### src/rtl/heart_rate_meter_if.sv
// Heart-rate meter bus.
// Carries the time base, sensor pulse and enable towards the meter,
// and the beat strobe and bpm results back out.
interface heart_rate_meter_if;
  logic       time_base;
  logic       pulse_in;
  logic       enable;
  logic       beat;
  logic [7:0] bpm;
  logic       bpm_valid;
  logic       sat;

  modport master (
    output time_base, pulse_in, enable,
    input  beat, bpm, bpm_valid, sat
  );

  modport slave (
    input  time_base, pulse_in, enable,
    output beat, bpm, bpm_valid, sat
  );
endinterface

### src/rtl/heart_rate_meter.sv
// Heart-rate meter.
// The raw sensor pulse is synchronised, debounced and turned into a
// one-cycle beat strobe. Beats are counted over a window of time-base
// toggles and published as a saturated beats-per-minute value.
// The time base is only ever sampled as a data level in the clk domain.
module heart_rate_meter #(
  parameter int unsigned DEBOUNCE_CYCLES  = 16,
  parameter int unsigned TICKS_PER_WINDOW = 15,
  parameter int unsigned BPM_MULT         = 4
) (
  input logic              clk,
  input logic              rst_n,
  heart_rate_meter_if.slave bus
);

  localparam int unsigned DB_W   = $clog2(DEBOUNCE_CYCLES + 1);
  localparam int unsigned TICK_W = $clog2(TICKS_PER_WINDOW + 1);
  localparam int unsigned PROD_W = 8 + $clog2(BPM_MULT + 1);

  localparam logic [DB_W-1:0]   DB_LAST   = DB_W'(DEBOUNCE_CYCLES - 1);
  localparam logic [TICK_W-1:0] TICK_LAST = TICK_W'(TICKS_PER_WINDOW - 1);
  localparam logic [PROD_W-1:0] MULT      = PROD_W'(BPM_MULT);
  localparam logic [PROD_W-1:0] BPM_MAX   = PROD_W'(255);

  typedef enum logic {
    IDLE,
    MEASURE
  } state_t;

  // Time-base edge detection
  logic tb_q, tb_d;
  logic tick;

  // Pulse path
  logic            sync1_q, sync1_d;
  logic            sync2_q, sync2_d;
  logic            db_q, db_d;
  logic [DB_W-1:0] db_cnt_q, db_cnt_d;
  logic            db_prev_q, db_prev_d;
  logic            rise_q, rise_d;
  logic            beat_q, beat_d;

  // Measurement window
  state_t            state_q, state_d;
  logic [7:0]        beat_cnt_q, beat_cnt_d;
  logic [TICK_W-1:0] tick_cnt_q, tick_cnt_d;
  logic [7:0]        bpm_q, bpm_d;
  logic              bpm_valid_q, bpm_valid_d;
  logic              sat_q, sat_d;
  logic [7:0]        beat_cnt_next;
  logic [PROD_W-1:0] product;

  assign tick = (bus.time_base != tb_q);

  // Synchronise the sensor pulse, debounce it, and turn its rising edge into a delayed one-cycle beat
  always_comb begin
    tb_d      = bus.time_base;
    sync1_d   = bus.pulse_in;
    sync2_d   = sync1_q;
    db_d      = db_q;
    db_cnt_d  = '0;
    if (sync2_q != db_q) begin
      if (db_cnt_q == DB_LAST) begin
        db_d = sync2_q;
      end else begin
        db_cnt_d = db_cnt_q + DB_W'(1);
      end
    end
    db_prev_d = db_q;
    rise_d    = db_q & ~db_prev_q;
    beat_d    = rise_q;
  end

  // Window state machine: count beats and ticks, publish a saturated bpm when the window closes
  always_comb begin
    state_d       = state_q;
    beat_cnt_d    = beat_cnt_q;
    tick_cnt_d    = tick_cnt_q;
    bpm_d         = bpm_q;
    sat_d         = sat_q;
    bpm_valid_d   = 1'b0;
    beat_cnt_next = beat_cnt_q;
    if (beat_q && (beat_cnt_q != 8'hFF)) begin
      beat_cnt_next = beat_cnt_q + 8'd1;
    end
    product = PROD_W'(beat_cnt_next) * MULT;

    case (state_q)
      IDLE: begin
        beat_cnt_d = '0;
        tick_cnt_d = '0;
        if (bus.enable && tick) begin
          state_d = MEASURE;
        end
      end
      MEASURE: begin
        if (!bus.enable) begin
          state_d    = IDLE;
          beat_cnt_d = '0;
          tick_cnt_d = '0;
        end else if (tick && (tick_cnt_q == TICK_LAST)) begin
          bpm_d       = (product > BPM_MAX) ? 8'hFF : product[7:0];
          sat_d       = (product > BPM_MAX);
          bpm_valid_d = 1'b1;
          beat_cnt_d  = '0;
          tick_cnt_d  = '0;
        end else begin
          beat_cnt_d = beat_cnt_next;
          if (tick) begin
            tick_cnt_d = tick_cnt_q + TICK_W'(1);
          end
        end
      end
      default: begin
        state_d = IDLE;
      end
    endcase
  end

  // All state registers; the time-base sample keeps tracking during reset so release causes no tick
  always_ff @(posedge clk) begin
    tb_q <= tb_d;
    if (!rst_n) begin
      sync1_q     <= 1'b0;
      sync2_q     <= 1'b0;
      db_q        <= 1'b0;
      db_cnt_q    <= '0;
      db_prev_q   <= 1'b0;
      rise_q      <= 1'b0;
      beat_q      <= 1'b0;
      state_q     <= IDLE;
      beat_cnt_q  <= '0;
      tick_cnt_q  <= '0;
      bpm_q       <= '0;
      bpm_valid_q <= 1'b0;
      sat_q       <= 1'b0;
    end else begin
      sync1_q     <= sync1_d;
      sync2_q     <= sync2_d;
      db_q        <= db_d;
      db_cnt_q    <= db_cnt_d;
      db_prev_q   <= db_prev_d;
      rise_q      <= rise_d;
      beat_q      <= beat_d;
      state_q     <= state_d;
      beat_cnt_q  <= beat_cnt_d;
      tick_cnt_q  <= tick_cnt_d;
      bpm_q       <= bpm_d;
      bpm_valid_q <= bpm_valid_d;
      sat_q       <= sat_d;
    end
  end

  assign bus.beat      = beat_q;
  assign bus.bpm       = bpm_q;
  assign bus.bpm_valid = bpm_valid_q;
  assign bus.sat       = sat_q;

endmodule

### src/flat_wrapper.sv
// flat-port wrapper written by rule: the top's interface ports become plain ports
module heart_rate_meter_flat 
#(
  parameter int unsigned DEBOUNCE_CYCLES  = 16,
  parameter int unsigned TICKS_PER_WINDOW = 15,
  parameter int unsigned BPM_MULT         = 4
)
  (clk, rst_n, bus_time_base, bus_pulse_in, bus_enable, bus_beat, bus_bpm, bus_bpm_valid, bus_sat);
  heart_rate_meter_if bus_i ();
  input logic clk;
  input logic rst_n;
  input wire logic [$bits(bus_i.time_base)-1:0] bus_time_base;
  input wire logic [$bits(bus_i.pulse_in)-1:0] bus_pulse_in;
  input wire logic [$bits(bus_i.enable)-1:0] bus_enable;
  output wire logic [$bits(bus_i.beat)-1:0] bus_beat;
  output wire logic [$bits(bus_i.bpm)-1:0] bus_bpm;
  output wire logic [$bits(bus_i.bpm_valid)-1:0] bus_bpm_valid;
  output wire logic [$bits(bus_i.sat)-1:0] bus_sat;
  assign bus_i.time_base = bus_time_base;
  assign bus_i.pulse_in = bus_pulse_in;
  assign bus_i.enable = bus_enable;
  assign bus_beat = bus_i.beat;
  assign bus_bpm = bus_i.bpm;
  assign bus_bpm_valid = bus_i.bpm_valid;
  assign bus_sat = bus_i.sat;
  heart_rate_meter #(.DEBOUNCE_CYCLES(DEBOUNCE_CYCLES), .TICKS_PER_WINDOW(TICKS_PER_WINDOW), .BPM_MULT(BPM_MULT)) u_core (.clk(clk), .rst_n(rst_n), .bus(bus_i));
endmodule
### config.mk
export PLATFORM = sky130hd
export DESIGN_NAME = heart_rate_meter_flat
export DESIGN_NICKNAME = d
export VERILOG_FILES = /design/src/rtl/heart_rate_meter_if.sv /design/src/rtl/heart_rate_meter.sv /design/src/flat_wrapper.sv
export SDC_FILE = /design/constraint.sdc
export NUM_CORES = 1
export LEC_CHECK = 0
export ABC_AREA = 0
export CELL_PAD_IN_SITES_DETAIL_PLACEMENT = 1
export CELL_PAD_IN_SITES_GLOBAL_PLACEMENT = 2
export CORE_ASPECT_RATIO = 0.8
export CORE_UTILIZATION = 30
export CTS_CLUSTER_DIAMETER = 80
export CTS_CLUSTER_SIZE = 40
export DETAILED_ROUTE_END_ITERATION = 12
export PLACE_DENSITY = 0.71
export SLEW_MARGIN = 20
export SYNTH_ARGS = -nofsm -noshare
export SYNTH_HDL_FRONTEND = slang
export SYNTH_SLANG_ARGS = --single-unit
### constraint.sdc
create_clock -name clk -period 2.2 [get_ports clk]
set_input_delay 0.22 -clock clk [delete_from_list [all_inputs] [get_ports clk]]
set_output_delay 0.22 -clock clk [all_outputs]
set_load 0.01 [all_outputs]
==> results of run 1 <==
final timing paths:
path	to	cells after the start	start	slack (ns)
max	u_core.bus.bpm[2]	5	u_core.beat_cnt_q[0]	0.37
max reg2reg	u_core.bus.bpm[2]	5	u_core.beat_cnt_q[0]	0.37
min reg2reg	u_core.beat_d	1	u_core.db_prev_q	0.40
min	u_core.beat_d	1	u_core.db_prev_q	0.40
synthesized netlist by cell type, drive strengths merged (2+ instances only):
cell,n
a21oi,7
and2,5
nand2,4
nor2,24
nor2b,2
o21ai,10
ha,5
and3,5
dfxtp,33
nand3,6
mux2i,3
nor3,4
buf,3
xor2,6
nand4,4
a21o,2
xnor2,3
inv,3
per-layer routing:
metal	up-vias	wire length, microns	GRT usage (%)
met3	7	114	3.94
met5	-	0	0
met4	0	48	7.42
met2	19	1190	21.2
met1	468	1600	19.3
li1	514	-	-
sequential cells by signal, summed over array words and instances, names as in the netlist:
signal,flops
u_core.tick_cnt_q,4
u_core.state_q,1
u_core.tb_q,1
u_core.sync2_q,1
u_core.beat_cnt_q,8
u_core.bus.bpm,7
u_core.db_prev_d,1
u_core.bus.beat,1
u_core.db_prev_q,1
u_core.sync1_q,1
u_core.beat_d,1
u_core.db_cnt_q,5
u_core.bus.bpm_valid,1
power by group through the flow:
stage | logic, mW | registers (mW) | clock network (mW)
4_1_cts | 0.0321 | 0.606 | 0.512
6_report | 0.0314 | 0.606 | 0.496
3_5_place_dp | 0.0318 | 0.619 | 0
5_1_grt | 0.0350 | 0.606 | 0.543
3_3_place_gp | 0.0309 | 0.619 | 0
2_1_floorplan | 0.0158 | 0.618 | 0
critical path: stages, from the launching register on:
cell,delay [ns]
dfxtp_1,0.34
ha_1,0.25
and3_2,0.25
a21o_2,0.25
a2111oi_4,0.48
a21oi_1,0.13
metrics by stage:
| step | utilization (%) | hold slack (ns) | instances |
|---|---|---|---|
| 2_1_floorplan | - | 0.248 | 138 |
| 3_3_place_gp | 36.7 | 0.375 | 208 |
| 4_1_cts | 39.1 | 0.392 | 216 |
| 6_report | 39.1 | 0.397 | 216 |
| 3_5_place_dp | 36.7 | 0.383 | 208 |
| 5_1_grt | 39.1 | 0.423 | 216 |
final cells by class:
cell class | instances | area share (%)
clock buffers | 7 | 5.82
well taps | 57 | 4.31
repair buffers | 17 | 9.98
inverters | 3 | 0.681
multi-input cells | 98 | 39.0
clock inverters | 1 | 0.303
flip-flops and latches | 33 | 39.9
cells by family after synthesis:
kind of cell,share of synthesized area [%]
multiplexers,2.24
buffers and inverters,2.61
flip-flops,49.3
AND/OR/NAND/NOR,22.5
AO/OA/AOI/OAI,12.2
XOR/XNOR,6.44
adder cells (fa/ha/maj),4.67
==> run metrics, run 1 <==
sequential area share after synthesis=roughly 49%; cts hold-fix bufs=0; Rel. slew slack=a little over half; clock sinks=33; CTS tree=built; synthesized area=1340 sq um; Crit Path Class=flop to flop; Clock Tree Buf Depth=2; Initial Util=between 30% and 40%; Final period util=83.3%; # fillers=474; vias=about 1000; first-pass GRT wire length=roughly 5100 microns; nets@finish=168; Post-synth EDFFs=0; maxcap violations=0; die area=about 4700 sq um; largest net degree at the start of global routing=16; chip height=61.8 microns; power after layout=1.13 mW; WL/cell=13.6 microns; crit path time final=1.83 ns; dominant synthesized flop cell=dfxtp_1; Clock Power Share=between 40 and 50%; Max VDD drop=between 0.3 and 0.4 mV; crit path DAT=1.98 ns; Core Box Area=4230 sq um; Area growth syn-to-layout=23.4%; CTS buffer count=5; register area=661 sq um; Final Cell Area=1650 sq um; RSZ-0062 raised after global routing=false; DR iter-0 viols=17; power share of the combinational group=2.8%; TritonRoute pass-1 iters=4; post-synth top area cell=dfxtp_1; synth warn=0; Post-DRT Antenna Nets=0; setup ws final=approximately 0.37 ns; post-synth cell types=33; Max Slew Vio Count=0; Site Rows=21; global route total overflow=0; leading post-synthesis cells by cell area=dfxtp_1 (49%), nor2_1 (6.7%), ha_1 (4.7%); Worst-Skew Late Latency=0.28 ns; H-tree lvl count=2; routed wire length=slightly below 3000 microns; part of the power in registers=53.4%; multi-input logic area=644 sq um; most frequent cells in the layout=dfxtp_1 (33), nor2_1 (24), clkdlybuf4s50_1 (15); setup violators final=0; register bit total from synthesis=33; initial antenna violation count=0; Least-Margin Pin Slew=about 0.7 ns; commonest non-fill, non-tap cell in the layout=dfxtp_1; Die W=about 77 microns; routability cong.=0.762; Post-CTS Setup Bufs=0; P_leak=0.622 nW; cts repair resizes=0; Hold Path Class=flop to flop; DPL Wire Length=2240 microns; vias in the first global route=1072; Remaining DRCs=0; Total GRT Usage=14.3%; CP Capture Type=flop; CP required=2.35 ns; PwrDens=~690 nW/um^2; Final Skew=0.00404 ns; # diodes=0; setup_tns=0 ns; I/O Buffers=15; Mapped Cells=around 140; switching power=between 200 and 250 uW; share of cells above drive strength 1=11.3%; Fin. Hold Viols=0; fmax=0.545 GHz; clock root cell=clkbuf_8; Switching Share=20.7%; status=finished clean; DR vias/cell=about 4.7; syn_area_per_cell=9.71 sq um; syn_nets=148; Async SR Flop Fraction=0%; peak fanout along the critical path=7; internal power=899 uW; Synth top area share=49.3%; CP Launch Type=flop; clock transition at the registers of the reported paths=0.07 ns; total I/O pin count=16; Placement Cell Area=about 1600 sq um; pre-CTS setup slack=about 0.21 ns
Note: power is estimated with default switching activity, not from simulation.
==> run 2, diff against run 1 <==
clock period = 1.76 ns   (was 2.2 ns; I/O delays follow)
==> run 2 against run 1 <==
Effect of this change:
- first-iteration DRC count is 110% higher
- sequential cell count unchanged
- fmax up 9.1%
- register-to-register slack got worse by 0.29 ns
- sequential share of layout area is 1.5 points lower
- highest routed layer unchanged
- via count is essentially flat
- largest power group unchanged
==> run metrics, run 2 (same netlist as run 1, synthesis figures left out) <==
CP required=1.92 ns (-0.43 ns); max incr delay on CP=0.33 ns (-0.15 ns); initial antenna violation count=0 (unchanged); final core utilization=40.6% (+1.5 points); DR vias/cell=4.57 (-2.2%); cell count of the worst hold path=1 (unchanged); Biggest register=u_core.beat_cnt_q; CTS tree=built; Die W=76.7 microns (unchanged); multi-input logic area=653 sq um (+1.4%); share of cells above drive strength 1=14.6% (+3.3 points); Rel. slew slack=76.0% (+22 points); Max VDD drop=0.439 mV (+40%); routed wire length=3000 microns (+1.7%); Hold Path Class=flop to flop; Post-DRT Antenna Nets=0 (unchanged); max FFs per register=8 (unchanged); Fin. Hold Viols=0 (unchanged); Crit Path Class=flop to flop; total I/O pin count=16 (unchanged); CP Launch Type=flop; peak fanout along the critical path=7 (unchanged); Area growth syn-to-layout=28.3%; Initial Util=31.7% (unchanged); TritonRoute pass-1 iters=2 (-2); first-pass GRT wire length=5060 microns (-0.14%); CP Capture Type=flop; register area=661 sq um (unchanged); Max Slew Vio Count=0 (unchanged); Remaining DRCs=0 (unchanged); global route total overflow=0 (unchanged); crit path time final=1.68 ns (-0.153 ns); RSZ-0062 raised after global routing=false; slowest stage cell, crit path=dfxtp_1; commonest non-fill, non-tap cell in the layout=dfxtp_1; status=finished clean; WL/cell=13.6 microns (-0.57%); vias in the first global route=1044 (-2.6%); crit path DAT=1.84 ns (-0.14 ns); H-tree lvl count=2 (unchanged); Least-Margin Pin Slew=0.349 ns (-0.340 ns); stages on the worst setup path=6 (+1); GR Layer Usage met2=22.2% (+1.0 points); DR iter-0 viols=36 (+19); setup_tns=0 ns (unchanged); reg2reg path depth=6 (+1); Final period util=95.5% (+12 points); CTS buffer count=5 (unchanged); CP cell instances=ha_1, and3_4, a21o_2, a2111oi_4, buf_4, a21oi_1; largest net degree at the start of global routing=13 (-3); fin cells=221 (+2.3%); placed cells=212 (+1.9%); nets@finish=173 (+3.0%); chip height=61.8 microns (unchanged); Total GRT Usage=14.5% (+0.25 points); M3 GR Usage=5.55% (+1.6 points); Clock Tree Buf Depth=2 (unchanged); clock sinks=33 (unchanged); P_leak=0.649 nW (+4.3%); DPL Wire Length=2260 microns (+1.2%); Final Skew=0.00610 ns (+0.00206 ns); # fillers=500 (+5.5%); clock transition at the registers of the reported paths=0.07 ns (about the same); RR Startpoint=u_core.beat_cnt_q[0]; fmax=0.595 GHz (+9.1%); routability cong.=0.755 (-0.83%); power after layout=1.55 mW (+36%); critical path's top delay family=compound AO/OA/AOI/OAI gates; die area=4740 sq um (unchanged); clock root cell=clkbuf_8; Critical Path Start=u_core.beat_cnt_q[0]; setup ws final=0.0796 ns (-0.287 ns); GR peak layer=met2; maxcap violations=0 (unchanged); # diodes=0 (unchanged); PwrDens=900 nW/um^2 (+31%); Core Box Area=4230 sq um (unchanged); pre-CTS setup slack=-0.101 ns (-0.310 ns); setup violators final=0 (unchanged); I/O Buffers=15 (unchanged); Site Rows=21 (unchanged); routing usage on met1=18.8% (-0.48 points); Buf+Inv Stages, Crit Path=1 (+1); most frequent cells in the layout=dfxtp_1 (33), nor2_1 (24), clkdlybuf4s50_1 (15); cts hold-fix bufs=0 (unchanged); Worst-Skew Late Latency=0.29 ns (about the same); vias=1009 (+0.099%); Hold Crit Start=u_core.db_prev_q
run 2: metal layers:
layer | routed length (microns) | up-vias | part of all wire (%)
met5 | 0 | - | 0
met4 | 27 | 0 | 0.90
met3 | 101 | 4 | 3.4
met2 | 1250 | 16 | 42
met1 | 1620 | 467 | 54
li1 | - | 522 | -
run 2: layout make-up:
class,count,share of cell area [%]
clock inverters,2,2.18
flip-flops and latches,33,38.4
repair buffers,22,11.8
clock buffers,6,4.80
multi-input cells,98,38.0
well taps,57,4.15
inverters,3,0.655
run 2: final timing paths:
path | end | slack, ns
setup / recovery | u_core.bus.bpm[7] | 0.08
hold / removal | u_core.beat_d | 0.38
setup reg to reg | u_core.bus.bpm[7] | 0.08
hold reg to reg | u_core.beat_d | 0.38
run 2: metrics by stage:
step	hold WS [ns]	area (sq um)
after CTS	0.387	1710
after floorplan	0.204	1340
after detailed placement	0.377	1580
after global placement	0.374	1580
after global routing	0.407	1720
final	0.385	1720
run 2: timing repair:
| item | CTS | global route |
|---|---|---|
| pin swaps | 1 | 0 |
| resized for setup | 0 | 3 |
| setup endpoints to repair | 2 | 8 |
| buffers inserted | 1 | 0 |
run 2: power breakdown:
part	total [mW]	switching, mW	internal (mW)
logic	0.0473	0.0227	0.0246
clock network	0.743	0.283	0.460
registers	0.757	0.00463	0.752
